**config.mk**
```make
export PLATFORM = sky130hd
export DESIGN_NAME = axi_iic_lite_master
export DESIGN_NICKNAME = d
export VERILOG_FILES = /design/src/rtl/axi_iic_lite_master.sv
export SDC_FILE = /design/constraint.sdc
export NUM_CORES = 1
export LEC_CHECK = 0
export CAP_MARGIN = 20
export CORE_UTILIZATION = 52
export DETAILED_ROUTE_END_ITERATION = 7
export DONT_BUFFER_PORTS = 1
export PLACE_DENSITY = 0.77
export SKIP_CTS_REPAIR_TIMING = 1
export SLEW_MARGIN = 20
export SYNTH_ARGS = -nofsm -noshare
export SYNTH_HDL_FRONTEND = slang
export SYNTH_SLANG_ARGS = --single-unit
```
**constraint.sdc**
```tcl
create_clock -name s_axi_aclk -period 4.4 [get_ports s_axi_aclk]
set_input_delay 0.88 -clock s_axi_aclk [delete_from_list [all_inputs] [get_ports s_axi_aclk]]
set_output_delay 0.88 -clock s_axi_aclk [all_outputs]
set_load 0.005 [all_outputs]
```
**src/rtl/axi_iic_lite_master.sv**
```systemverilog
// AXI4-Lite initiator for the IIC controller register port.
// Turns a one-at-a-time command/response handshake into a single AXI-Lite
// write (AW/W/B) or read (AR/R) transaction.
// Optional build macro AXI_IIC_MST_TIMEOUT_EN adds a per-transaction timeout
// that answers SLVERR and then locks the master in HALT until reset.
module axi_iic_lite_master #(
  parameter int ADDR_W         = 9,
  parameter int DATA_W         = 32,
  parameter int TIMEOUT_CYCLES = 256
) (
  input  logic                s_axi_aclk,
  input  logic                s_axi_aresetn,
  input  logic                cmd_valid,
  output logic                cmd_ready,
  input  logic                cmd_write,
  input  logic [ADDR_W-1:0]   cmd_addr,
  input  logic [DATA_W-1:0]   cmd_wdata,
  input  logic [DATA_W/8-1:0] cmd_wstrb,
  output logic                rsp_valid,
  input  logic                rsp_ready,
  output logic [DATA_W-1:0]   rsp_rdata,
  output logic [1:0]          rsp_resp,
  output logic                rsp_timeout,
  output logic [ADDR_W-1:0]   m_axi_awaddr,
  output logic                m_axi_awvalid,
  input  logic                m_axi_awready,
  output logic [DATA_W-1:0]   m_axi_wdata,
  output logic [DATA_W/8-1:0] m_axi_wstrb,
  output logic                m_axi_wvalid,
  input  logic                m_axi_wready,
  input  logic [1:0]          m_axi_bresp,
  input  logic                m_axi_bvalid,
  output logic                m_axi_bready,
  output logic [ADDR_W-1:0]   m_axi_araddr,
  output logic                m_axi_arvalid,
  input  logic                m_axi_arready,
  input  logic [DATA_W-1:0]   m_axi_rdata,
  input  logic [1:0]          m_axi_rresp,
  input  logic                m_axi_rvalid,
  output logic                m_axi_rready
);

  typedef enum logic [2:0] {
    IDLE, WR, WR_B, RD_A, RD_R, RSP
`ifdef AXI_IIC_MST_TIMEOUT_EN
    , HALT
`endif
  } state_t;

  state_t                state, next;
  logic [ADDR_W-1:0]     addr_q;
  logic [DATA_W-1:0]     wdata_q;
  logic [DATA_W/8-1:0]   wstrb_q;
  logic                  aw_done, w_done;
  logic                  accept, aw_hs, w_hs, capture_b, capture_r, expire;

  // Payload registers drive the AXI address/data lines directly, so they stay
  // stable for the whole time the matching valid is high.
  assign m_axi_awaddr = addr_q;
  assign m_axi_araddr = addr_q;
  assign m_axi_wdata  = wdata_q;
  assign m_axi_wstrb  = wstrb_q;

`ifdef AXI_IIC_MST_TIMEOUT_EN
  localparam int CNT_W = $clog2(TIMEOUT_CYCLES + 1);
  logic [CNT_W-1:0] cnt;
  logic             tmo_q;
  logic             busy;

  assign busy        = (state == WR) || (state == WR_B) || (state == RD_A) || (state == RD_R);
  assign rsp_timeout = tmo_q;

  // Transaction watchdog: cleared on acceptance, counts busy cycles, saturates.
  always_ff @(posedge s_axi_aclk or negedge s_axi_aresetn) begin
    if (!s_axi_aresetn) begin
      cnt <= '0;
    end else if (accept) begin
      cnt <= '0;
    end else if (busy && (cnt < CNT_W'(TIMEOUT_CYCLES))) begin
      cnt <= cnt + 1'b1;
    end
  end
`else
  assign rsp_timeout = 1'b0;
`endif

  // State register.
  always_ff @(posedge s_axi_aclk or negedge s_axi_aresetn) begin
    if (!s_axi_aresetn) state <= IDLE;
    else                state <= next;
  end

  // Next-state and bus handshake outputs; valids depend on state only.
  always_comb begin
    next          = state;
    cmd_ready     = 1'b0;
    rsp_valid     = 1'b0;
    m_axi_awvalid = 1'b0;
    m_axi_wvalid  = 1'b0;
    m_axi_bready  = 1'b0;
    m_axi_arvalid = 1'b0;
    m_axi_rready  = 1'b0;
    accept        = 1'b0;
    aw_hs         = 1'b0;
    w_hs          = 1'b0;
    capture_b     = 1'b0;
    capture_r     = 1'b0;
    expire        = 1'b0;
    case (state)
      IDLE: begin
        cmd_ready = 1'b1;
        if (cmd_valid) begin
          accept = 1'b1;
          next   = cmd_write ? WR : RD_A;
        end
      end
      WR: begin
        m_axi_awvalid = !aw_done;
        m_axi_wvalid  = !w_done;
        aw_hs         = m_axi_awvalid && m_axi_awready;
        w_hs          = m_axi_wvalid && m_axi_wready;
        if ((aw_done || aw_hs) && (w_done || w_hs)) next = WR_B;
      end
      WR_B: begin
        m_axi_bready = 1'b1;
        if (m_axi_bvalid) begin
          capture_b = 1'b1;
          next      = RSP;
        end
      end
      RD_A: begin
        m_axi_arvalid = 1'b1;
        if (m_axi_arready) next = RD_R;
      end
      RD_R: begin
        m_axi_rready = 1'b1;
        if (m_axi_rvalid) begin
          capture_r = 1'b1;
          next      = RSP;
        end
      end
      RSP: begin
        rsp_valid = 1'b1;
        if (rsp_ready) begin
`ifdef AXI_IIC_MST_TIMEOUT_EN
          next = tmo_q ? HALT : IDLE;
`else
          next = IDLE;
`endif
        end
      end
`ifdef AXI_IIC_MST_TIMEOUT_EN
      HALT: next = HALT;
`endif
      default: next = IDLE;
    endcase
`ifdef AXI_IIC_MST_TIMEOUT_EN
    // A handshake that moves the state on in the limit cycle takes priority.
    if (busy && (next == state) && (cnt >= CNT_W'(TIMEOUT_CYCLES - 1))) begin
      expire = 1'b1;
      next   = RSP;
    end
`endif
  end

  // Command capture, per-channel write progress and response registers.
  always_ff @(posedge s_axi_aclk or negedge s_axi_aresetn) begin
    if (!s_axi_aresetn) begin
      addr_q    <= '0;
      wdata_q   <= '0;
      wstrb_q   <= '0;
      aw_done   <= 1'b0;
      w_done    <= 1'b0;
      rsp_rdata <= '0;
      rsp_resp  <= 2'b00;
`ifdef AXI_IIC_MST_TIMEOUT_EN
      tmo_q     <= 1'b0;
`endif
    end else begin
      if (accept) begin
        addr_q  <= cmd_addr;
        wdata_q <= cmd_wdata;
        wstrb_q <= cmd_wstrb;
        aw_done <= 1'b0;
        w_done  <= 1'b0;
      end
      if (aw_hs) aw_done <= 1'b1;
      if (w_hs)  w_done  <= 1'b1;
      if (capture_b) begin
        rsp_rdata <= '0;
        rsp_resp  <= m_axi_bresp;
      end
      if (capture_r) begin
        rsp_rdata <= m_axi_rdata;
        rsp_resp  <= m_axi_rresp;
      end
`ifdef AXI_IIC_MST_TIMEOUT_EN
      if (capture_b || capture_r) tmo_q <= 1'b0;
      if (expire) begin
        rsp_rdata <= '0;
        rsp_resp  <= 2'b10;
        tmo_q     <= 1'b1;
      end
`endif
    end
  end

endmodule

```
# After elaboration in Yosys (flattened, before gate mapping)
# Cells that the tools add are included.
# classes
n_eq_ne	11
muxes	30
n_reduce_logical	12
# ops
operator	n
32-bit two-way mux	2
1-bit two-way mux	18
3-bit two-way mux	6
3-bit case mux with 6 select lines	1
2-bit != test, second input constant	6
3-bit by 2-bit == test with 1-bit output, second input constant	2
3-bit == test, second input constant	2
2-bit two-way mux	3
6-bit AND reduction	1
2-bit nonzero test	3
3-bit by 1-bit == test with 1-bit output, second input constant	1
1-bit logical AND	3
3-bit zero test	1
1-bit zero test	2
1-bit logical OR	2
# word_totals
regBits	84
inputBits	91

# Longest topological paths before layout
# depth
word_depth	6
mapped_depth	5

# Least setup slack after synthesis
# Ideal clock, no wire load.
# synth_timing
path_type	register -> output
from	register state[1]
to	output m_axi_awvalid
t_arrival_ps	1194
required_time_ps	3520
slack_ps	2326
stages_incl_launch_ff	4
path_buffers	1
cell_sequence	dfrtp_1 -> buf_2 -> or3b_2 -> nor2_1
# synth_between
elab_chain_cells	2
# synth_lines
item	line	text
start, declared	50	state_t state, next;
start signal, assigned	90	else state <= next;
3-bit by 1-bit == test with 1-bit output	109	case (state)
1-bit two-way mux	109	
end, declared	25	output logic m_axi_awvalid,
# Every way passes these cells.

# Worst setup path after layout
# layout_timing
from	register state[0]
to	output m_axi_wvalid
# layout_between
elab_chain_cells	2
# layout_lines
item	line	text
3-bit by 1-bit == test with 1-bit output	109	
1-bit two-way mux	109	
end, declared	29	output logic m_axi_wvalid,
# Every way passes these cells.

==> results.cfg <==
[timing]
hold_violations = 0
tns_ps = 0
finalSetupViolations = 0
max_slew_margin_pct = 39.6
tightest_slew_ps = 906
min_period_over_period_pct = 59.7
finClkSkew_ps = 9.26
min_period_ps = 2630
timing.fmax_mhz = 381
rsz0062_at_grt = no
drv_slew = 0

[synthesis]
synth_ff_type = dfrtp_1
synthCells = 227
synth_area_per_cell_sq_um = 15.0
ys_seq_area_share_pct = 61.9
synth-async-reset-ratio_pct = 100
synth_edf_count = 0
ys_types = 29
synth_fp_nets = 318
netlist_area_sq_um = 3400
ys_warn_count = 0
ys_ff_latch = 84

[floorplan]
die-area_sq_um = 6860
io_pins = 187
core_sq_um = 6310
die_w_microns = 82.8
std_cell_rows = 29
initial_core_util_pct = 53.8
die_y_microns = 82.8

[clocking]
htreeDepth = 3
clk_pin_slew_ps = 80
cts_tree = yes
clock-sinks = 84
cts-root-buf = clkbuf_8
cts_buffers = 9
cts_buffer_depth = 2
worstSkewPairLatency_ps = 340

[routing]
drcViolationCount = 0
drt-vias-per-instance = 6.00
routedWlPerCell_microns = 19.1
drt_iter0_drc = 51
wirelength_mm = 5.68
vias = 1783
ant_nets = 0
dr.pass1.iters = 4

[power_and_ir_drop]
ir_drop_uv = 334
powerDensity_nw_per_um2 = 748
leakage_nw = 1.58

[grt]
grt_use_met1_pct = 20.8
grt_overflow_total = 0
grt_pass1_vias = 1781
met3_usage_pct = 6.66
grt_pass1_wl_mm = 9.14
grt_antenna_before_repair = 0
grtUsageMet2_pct = 26.7
grt.busiest_layer = met2
grt_max_degree = 85
track_usage_pct = 17.3

[critical_path]
cp.required_ps = 3520
cp_slowest_cell = dfrtp_1
worst-setup-path-type = flop to output pin
critical_path_buf_inv_count = 0
end_kind = output pin
crit_chain = or3b_2 > nor2_1
arrival_ps = 1750
cp_max_fo = 15
crit_family = simple AND/OR/NAND/NOR gates
slowest_delay_ps = 690
crit_path_start_kind = flop

[cells_and_area]
nFillCells = 523
antenna_cells = 0
fin_nets = 306
layout_common_cells = dfrtp_1 (84), a22o_1 (32), mux2_2 (28)
final_common_cell = dfrtp_1
layout-drive-gt1-share_pct = 23.6
fin_cells = 297
area.growth.synth_to_final_pct = 3.79

[place]
dp_cells = 281
place_hpwl_mm = 4.02
gp_congestion = 0.765
io_buffers = 0

[outcome]
outcome = complete, no violations

[min_path]
min_path_type = primary input to async pin

[run]
max-cap-violations = 0
## metal layers
| metal | vias to the layer above | part of all wire [%] |
|---|---|---|
| met5 | - | 0 |
| li1 | 783 | - |
| met1 | 877 | 40 |
| met2 | 110 | 49 |
| met4 | 0 | 2.6 |
| met3 | 13 | 8.1 |
## report_power, final
part / total (mW) / switching (mW) / internal, mW
Clock: 0.557 / 0.262 / 0.294
Sequential: 1.47 / 0.334 / 1.13
Combinational: 0.615 / 0.237 / 0.378
## worst paths after layout
check,startpoint,endpoint,slack (ps),depth (start not counted)
min reg2reg,aw_done$_DFFE_PN0P_,aw_done$_DFFE_PN0P_,510,1
min in group s_axi_aclk,aw_done$_DFFE_PN0P_,aw_done$_DFFE_PN0P_,510,1
min,s_axi_aresetn,m_axi_wdata[3]$_DFFE_PN0P_,230,0
max,state[0]$_DFFE_PN0P_,m_axi_wvalid,1770,2
max reg2reg,state[1]$_DFFE_PN0P_,m_axi_wstrb[1]$_DFFE_PN0P_,2130,3
max in group asynchronous,s_axi_aresetn,aw_done$_DFFE_PN0P_,4010,0
## kinds of logic after synthesis
group | after synthesis | share of synthesized area [%]
buf+inv | 26 | 6.26
flops | 84 | 61.9
mux | 51 | 16.7
compound gates | 42 | 10.4
other cells | 1 | 0.110
simple gates | 23 | 4.68
## state kept, by name (all words and copies together) (netlist names)
name	count
m_axi_wdata	32
rsp_rdata	32
m_axi_araddr	9
w_done	1
state	3
aw_done	1
rsp_resp	2
m_axi_wstrb	4
## synth_stat cells, types with 2 or more instances
cell type	instances	area share [%]
mux2i_1	6	1.8
nand3b_1	2	0.44
buf_2	2	0.29
a21o_1	3	0.66
o22ai_1	2	0.37
a22o_1	32	8.2
nor3_1	2	0.29
nor2_1	3	0.33
nand2b_1	2	0.37
dfrtp_1	84	62
nand2_1	5	0.55
o21ai_0	2	0.29
buf_4	16	3.5
nor3b_1	2	0.44
buf_6	7	2.3
mux2_1	17	5.6
mux2_2	28	9.3
## metrics by stage
| step | cell area (sq um) | hold WS [ps] | setup WS, ps | total power [mW] | utilization [%] |
|---|---|---|---|---|---|
| floorplan | 3400 | 473 | 2330 | 2.06 | - |
| global placement | 3320 | 482 | 1990 | 2.08 | 52.5 |
| detailed placement | 3320 | 497 | 1940 | 2.11 | 52.5 |
| CTS | 3530 | 204 | 1750 | 2.68 | 55.9 |
| global route | 3530 | 199 | 1700 | 2.81 | 55.9 |
| finish | 3530 | 226 | 1770 | 2.64 | 55.9 |
## final cells by class
class	count	area, sq um	area share (%)
clock buffer	11	151	4.29
clock inverter	5	60.1	1.70
inverter	1	3.75	0.106
multi-input combinational	117	1100	31.1
sequential	84	2100	59.6
tap	77	96.3	2.73
timing repair buffer	2	15.0	0.426
No activity file was read; power rests on OpenSTA's default activity.
